### src/rtl/out_port_fifo_if.sv
// Handshake bundle for the buffered OUT port: the producer/consumer side is the
// master, the FIFO itself is the slave.
interface out_port_fifo_if #(
  parameter int Width = 16,
  parameter int Depth = 4
);
  localparam int LvlW = $clog2(Depth + 1);

  logic             write_enable;
  logic [Width-1:0] write_data;
  logic             clear_overflow;
  logic [Width-1:0] out_data;
  logic             out_valid;
  logic             out_ready;
  logic [Width-1:0] read_data;
  logic             full;
  logic             empty;
  logic [LvlW-1:0]  level;
  logic             overflow;

  modport master (
    output write_enable, write_data, clear_overflow, out_ready,
    input  out_data, out_valid, read_data, full, empty, level, overflow
  );

  modport slave (
    input  write_enable, write_data, clear_overflow, out_ready,
    output out_data, out_valid, read_data, full, empty, level, overflow
  );
endinterface

### src/rtl/out_port_fifo.sv
// Buffered output port: first-word-fall-through queue between the write-back
// stage and a slow consumer. State advances on the falling clock edge. A
// mirror register holds the last accepted word, and writes arriving while
// the queue is full (with no pop in the same cycle) are dropped and flagged
// in a sticky overflow bit.
module out_port_fifo #(
  parameter int Width = 16,
  parameter int Depth = 4
) (
  input  logic           clk,
  input  logic           reset,
  out_port_fifo_if.slave bus
);
  localparam int LvlW = $clog2(Depth + 1);
  localparam int PtrW = $clog2(Depth);

  logic [Width-1:0] mem_q [Depth];
  logic [PtrW-1:0]  wr_ptr_q, wr_ptr_d;
  logic [PtrW-1:0]  rd_ptr_q, rd_ptr_d;
  logic [LvlW-1:0]  level_q, level_d;
  logic [Width-1:0] read_data_q, read_data_d;
  logic             overflow_q, overflow_d;

  logic empty_s, full_s, pop_s, push_s, drop_s;

  // Status flags come from the registered level only; pointers alone cannot
  // tell full from empty.
  assign empty_s = (level_q == LvlW'(0));
  assign full_s  = (level_q == LvlW'(Depth));

  // A pop needs a valid head; a full queue still accepts a write when the
  // head leaves in the same cycle.
  assign pop_s  = !empty_s & bus.out_ready;
  assign push_s = bus.write_enable & (!full_s | pop_s);
  assign drop_s = bus.write_enable & full_s & !pop_s;

  assign bus.out_data  = mem_q[rd_ptr_q];
  assign bus.out_valid = !empty_s;
  assign bus.empty     = empty_s;
  assign bus.full      = full_s;
  assign bus.level     = level_q;
  assign bus.read_data = read_data_q;
  assign bus.overflow  = overflow_q;

  // Next-state for pointers, level, mirror and sticky overflow.
  always_comb begin
    wr_ptr_d    = wr_ptr_q;
    rd_ptr_d    = rd_ptr_q;
    level_d     = level_q;
    read_data_d = read_data_q;
    overflow_d  = overflow_q;

    if (push_s) begin
      wr_ptr_d    = wr_ptr_q + PtrW'(1);
      read_data_d = bus.write_data;
    end else begin
      wr_ptr_d    = wr_ptr_q;
      read_data_d = read_data_q;
    end

    if (pop_s) begin
      rd_ptr_d = rd_ptr_q + PtrW'(1);
    end else begin
      rd_ptr_d = rd_ptr_q;
    end

    case ({push_s, pop_s})
      2'b10:   level_d = level_q + LvlW'(1);
      2'b01:   level_d = level_q - LvlW'(1);
      default: level_d = level_q;
    endcase

    // A drop in the same cycle as a clear request keeps the flag set.
    if (drop_s) begin
      overflow_d = 1'b1;
    end else if (bus.clear_overflow) begin
      overflow_d = 1'b0;
    end else begin
      overflow_d = overflow_q;
    end
  end

  // Control state register, falling-edge clocked with async reset.
  always_ff @(negedge clk or posedge reset) begin
    if (reset) begin
      wr_ptr_q    <= PtrW'(0);
      rd_ptr_q    <= PtrW'(0);
      level_q     <= LvlW'(0);
      read_data_q <= Width'(0);
      overflow_q  <= 1'b0;
    end else begin
      wr_ptr_q    <= wr_ptr_d;
      rd_ptr_q    <= rd_ptr_d;
      level_q     <= level_d;
      read_data_q <= read_data_d;
      overflow_q  <= overflow_d;
    end
  end

  // Storage array; contents are don't-care after reset so it is not cleared.
  always_ff @(negedge clk) begin
    if (push_s) begin
      mem_q[wr_ptr_q] <= bus.write_data;
    end
  end
endmodule

### src/flat_wrapper.sv
// flat-port wrapper written by rule: the top's interface ports become plain ports
module out_port_fifo_flat 
#(
  parameter int Width = 16,
  parameter int Depth = 4
)
  (clk, reset, bus_write_enable, bus_write_data, bus_clear_overflow, bus_out_ready, bus_out_data, bus_out_valid, bus_read_data, bus_full, bus_empty, bus_level, bus_overflow);
  out_port_fifo_if #(.Width(Width), .Depth(Depth)) bus_i ();
  input  logic clk;
  input  logic reset;
  input wire logic [$bits(bus_i.write_enable)-1:0] bus_write_enable;
  input wire logic [$bits(bus_i.write_data)-1:0] bus_write_data;
  input wire logic [$bits(bus_i.clear_overflow)-1:0] bus_clear_overflow;
  input wire logic [$bits(bus_i.out_ready)-1:0] bus_out_ready;
  output wire logic [$bits(bus_i.out_data)-1:0] bus_out_data;
  output wire logic [$bits(bus_i.out_valid)-1:0] bus_out_valid;
  output wire logic [$bits(bus_i.read_data)-1:0] bus_read_data;
  output wire logic [$bits(bus_i.full)-1:0] bus_full;
  output wire logic [$bits(bus_i.empty)-1:0] bus_empty;
  output wire logic [$bits(bus_i.level)-1:0] bus_level;
  output wire logic [$bits(bus_i.overflow)-1:0] bus_overflow;
  assign bus_i.write_enable = bus_write_enable;
  assign bus_i.write_data = bus_write_data;
  assign bus_i.clear_overflow = bus_clear_overflow;
  assign bus_i.out_ready = bus_out_ready;
  assign bus_out_data = bus_i.out_data;
  assign bus_out_valid = bus_i.out_valid;
  assign bus_read_data = bus_i.read_data;
  assign bus_full = bus_i.full;
  assign bus_empty = bus_i.empty;
  assign bus_level = bus_i.level;
  assign bus_overflow = bus_i.overflow;
  out_port_fifo #(.Width(Width), .Depth(Depth)) u_core (.clk(clk), .reset(reset), .bus(bus_i));
endmodule
### config.mk
export PLATFORM = sky130hd
export DESIGN_NAME = out_port_fifo_flat
export DESIGN_NICKNAME = d
export VERILOG_FILES = /design/src/rtl/out_port_fifo_if.sv /design/src/rtl/out_port_fifo.sv /design/src/flat_wrapper.sv
export SDC_FILE = /design/constraint.sdc
export NUM_CORES = 1
export LEC_CHECK = 0
export CAP_MARGIN = 25
export CORE_MARGIN = 5
export CORE_UTILIZATION = 52
export DETAILED_ROUTE_END_ITERATION = 7
export PLACE_DENSITY = 0.84
export SLEW_MARGIN = 0
export SYNTH_ARGS = -nofsm -noshare
export SYNTH_HDL_FRONTEND = slang
export SYNTH_SLANG_ARGS = --single-unit
### constraint.sdc
create_clock -name clk -period 2.4 [get_ports clk]
set_input_delay 0.48 -clock clk [delete_from_list [all_inputs] [get_ports clk]]
set_output_delay 0.48 -clock clk [all_outputs]
set_load 0.02 [all_outputs]
=== Word level (Yosys, flattened, before mapping) ===
Memory sizes are Yosys's and may differ from the RTL's.
Index checks and enable logic that the tools add are counted.

* Input bits: 21
* Register bits: 24
* Latch bits: 0
* RAM bits: 64
* ROM bits: 0
* Output and inout port bits: 39
* Logic and storage cells: 29
* Memories kept: 1

{| class="wikitable"
|+ Memories
! name !! depth !! width !! read ports !! clocked after memory_dff !! write ports !! RTL line !! text
|-
| u_core.mem_q || 4 || 16 || 1 || 0 || 1 || out_port_fifo.sv:17 || <nowiki>logic [Width-1:0] mem_q [Depth];</nowiki>
|}

* Reductions and logical operators: 6
* Add/subtract/negate cells: 4
* Muxes and demuxes: 5
* Bitwise logic cells: 5
* Equal/unequal tests: 3
* Shift-type cells: 0
* Multiply operators: 0
* $lt $le $gt $ge: 0
* Divide/modulo/power cells: 0

{| class="wikitable"
|+ Operator list
! kind !! count
|-
| $pmux 3 s2 || 1
|-
| $add 2x1->2 const B || 2
|-
| $and 1x1->1 || 4
|-
| $mux 1 || 4
|-
| $reduce_bool 2->1 || 2
|-
| $add 3x1->3 const B || 1
|-
| $eq 3x3->1 const B || 1
|-
| $logic_not 1->1 || 3
|-
| $logic_not 3->1 || 1
|-
| $sub 3x1->3 const B || 1
|-
| $eq 2x1->1 const B || 1
|-
| $eq 2x2->1 const B || 1
|-
| $or 1x1->1 || 1
|}

=== Depth between registers and ports, before layout ===
* Depth in word-level cells: 7
* Depth in mapped cells: 10
* Depth with buffers taken out: 8

==> reports/results.ini <==
[synthesis]
ys_top_cells_by_area = edfxtp_1 55%, dfrtn_1 17%, mux4_2 10%, mux2_4 6.1%, ha_1 1.8%
yosysSeqAreaShare_pct = 72.6
synth-seq-cells = 88
syn_avg_cell_area_um2 = 20.8
syn-cell-area_um2 = 3470
synthDistinctLibCells = 23
synth_fp_nets = 194
synth_top_area_cell = edfxtp_1
ys_warn_count = 0
yosysTopAreaCellShare_pct = 55.3
synth_cells = 167

[run]
cap_violations = 0

[power_and_ir_drop]
leakagePower_nw = 2.48
p_per_area_nw_per_um2 = 1290
total_power_mw = 7.06
vdd_ir_drop_max_v = 0.000844

[sta]
skew_ns = 0.109
whs_ns = 0.480
final.setup.worst_slack_ns = -1.05
slew-limit-headroom_pct = 82.8
finalHoldViolCount = 0
slew_viol_final = 0
rsz0062_at_grt = true
setup_viol_count_final = 123
worst_slew_pin_slew_ns = 0.257

[floorplanning]
die_w_um = 91.7
dieArea_um2 = 8410
start_util_pct = 54.1
ioPinCount = 60
coreArea_um2 = 6420
die_h_um = 91.7
fp-row-count = 29

[finish]
design_area_um2 = 5470
nets = 395
register_area_um2 = 2520
diodes = 0
final_cells = 450
postLayoutCoreUtil_pct = 85.1
final_common_cell = inv_1
fill_cells = 257
final_cell_mix = 73 x inv_1, 64 x edfxtp_1, 55 x buf_6
drive_above_1_share_pct = 48.3
syn_to_final_growth_pct = 57.4
multi_input_area_um2 = 915

[clock_network]
cts_tree = yes
cts_htree_levels = 3
clock_latency_ns = 0.45
cts-root-buf = clkbuf_8
clockBufferDepth = 2
clock_sinks = 88
cts_made_buffers = 9
clk_pin_slew_ns = 0.06

[hold_path]
hold_class = reg2reg

[global_route]
grt_pass1_wl_um = 14200
antenna_found_initial = 0
grt_max_degree = 25
grt_use_total_pct = 23.1
grt_overflow = 0
grt_pass1_vias = 2583

[placement]
place_area_um2 = 4470
dp_cells = 340
place.gp.congestion = 0.773
portBuffers = 59
dp_hpwl_um = 4570

[route]
drt_first_pass_iters = 4
totalWireLength_um = 10100
vias = 2378
drc = 0
drt_iter0_markers = 251
ant_nets = 0
viasPerCell = 5.28
wl_per_cell_um = 22.3

[setup_path]
critPathKind = reg2out
endpoint_kind = output pin
arrival_ns = 2.97
critPathRequiredTime_ns = 1.92
startpoint_type = flip-flop
cp_max_fo = 5

[status]
violations = setup timing
status = finished with violations

## what timing repair did
item	CTS	global route
hold buffers	0	0
pin swaps	8	7
resized for setup	266	27
setup endpoints to repair	126	124
gates cloned	4	2
setup buffers	16	14
## worst max-delay path: stages, from the launching register on
cell and delay, ns:
dfrtn_1 0.45, buf_6 0.14, buf_12 0.13, mux4_2 0.55, buf_6 0.16
## sequential cells by signal, summed over array words and instances, names as in the netlist
register	flops
u_core.bus.read_data	16
u_core.bus.level	3
u_core.bus.overflow	1
u_core.wr_ptr_q	2
u_core.rd_ptr_q	2
u_core.mem_q	64
## cell usage after synthesis
cell type  instances
ha_1               5
nand2b_1           1
edfxtp_1          64
o21ai_0            1
mux2_2             3
xnor2_1            3
mux2i_1            1
buf_4              2
nor4b_2            1
mux4_2            16
buf_6              1
or3_2              1
dfrtn_1           24
inv_1             13
nor2_1             5
buf_12             2
xor2_1             3
buf_2              2
fa_1               1
o31a_2             1
mux2_4            14
nand2_1            2
and3_1             1
## metal layers
layer,wire length [um],GRT usage (%),up-vias
met4,225,10.6,0
met2,5300,38.8,119
li1,-,-,1040
met1,3770,28.6,1197
met5,0,0,-
met3,757,5.24,22
## where the power goes
| part | internal, mW | switching [mW] |
|---|---|---|
| logic | 1.68 | 1.39 |
| clock network | 0.836 | 0.953 |
| registers | 2.01 | 0.179 |
## final timing paths
path / to / depth (start not counted) / start / slack (ns)
max: bus_out_data[12] / 4 / u_core.rd_ptr_q[0] / -1.05
min: u_core.bus.read_data[7] / 1 / u_core.bus.read_data[7] / 0.48
min reg2reg: u_core.bus.read_data[7] / 1 / u_core.bus.read_data[7] / 0.48
min in group asynchronous: u_core.bus.read_data[0] / 3 / reset / 1.55
max in group asynchronous: u_core.bus.read_data[5] / 3 / reset / 0.65
max reg2reg: u_core.bus.level[2] / 11 / u_core.bus.level[0] / 0.08
## per-stage QoR
stage          setup WS (ns)  setup TNS (ns)
2_1_floorplan         -0.884          -68.44
4_1_cts                -1.02          -46.70
3_3_place_gp           -1.14         -122.92
5_1_grt                -1.07          -35.17
6_report               -1.05          -32.83
3_5_place_dp           -1.22         -127.39
## kinds of logic (layout without fill, tap and decap cells)
kind of cell | Yosys count | count (layout) | share of synthesized area (%)
flip-flops | 88 | 88 | 72.6
multiplexers | 34 | 34 | 17.7
buffers and inverters | 20 | 226 | 3.60
AND/OR/NAND/NOR | 11 | 11 | 1.77
adder cells (fa/ha/maj) | 6 | 6 | 2.38
XOR/XNOR | 6 | 6 | 1.51
AO/OA/AOI/OAI | 2 | 2 | 0.432
## layout make-up
cell class / count / area share (%)
Clock inverter: 71 / 6.54
Sequential cell: 88 / 46.1
Clock buffer: 9 / 2.27
Inverter: 12 / 0.870
Multi-Input combinational cell: 59 / 16.7
Timing Repair Buffer: 134 / 25.7
Tap cell: 77 / 1.76
Power figures use the tool's default switching activity.
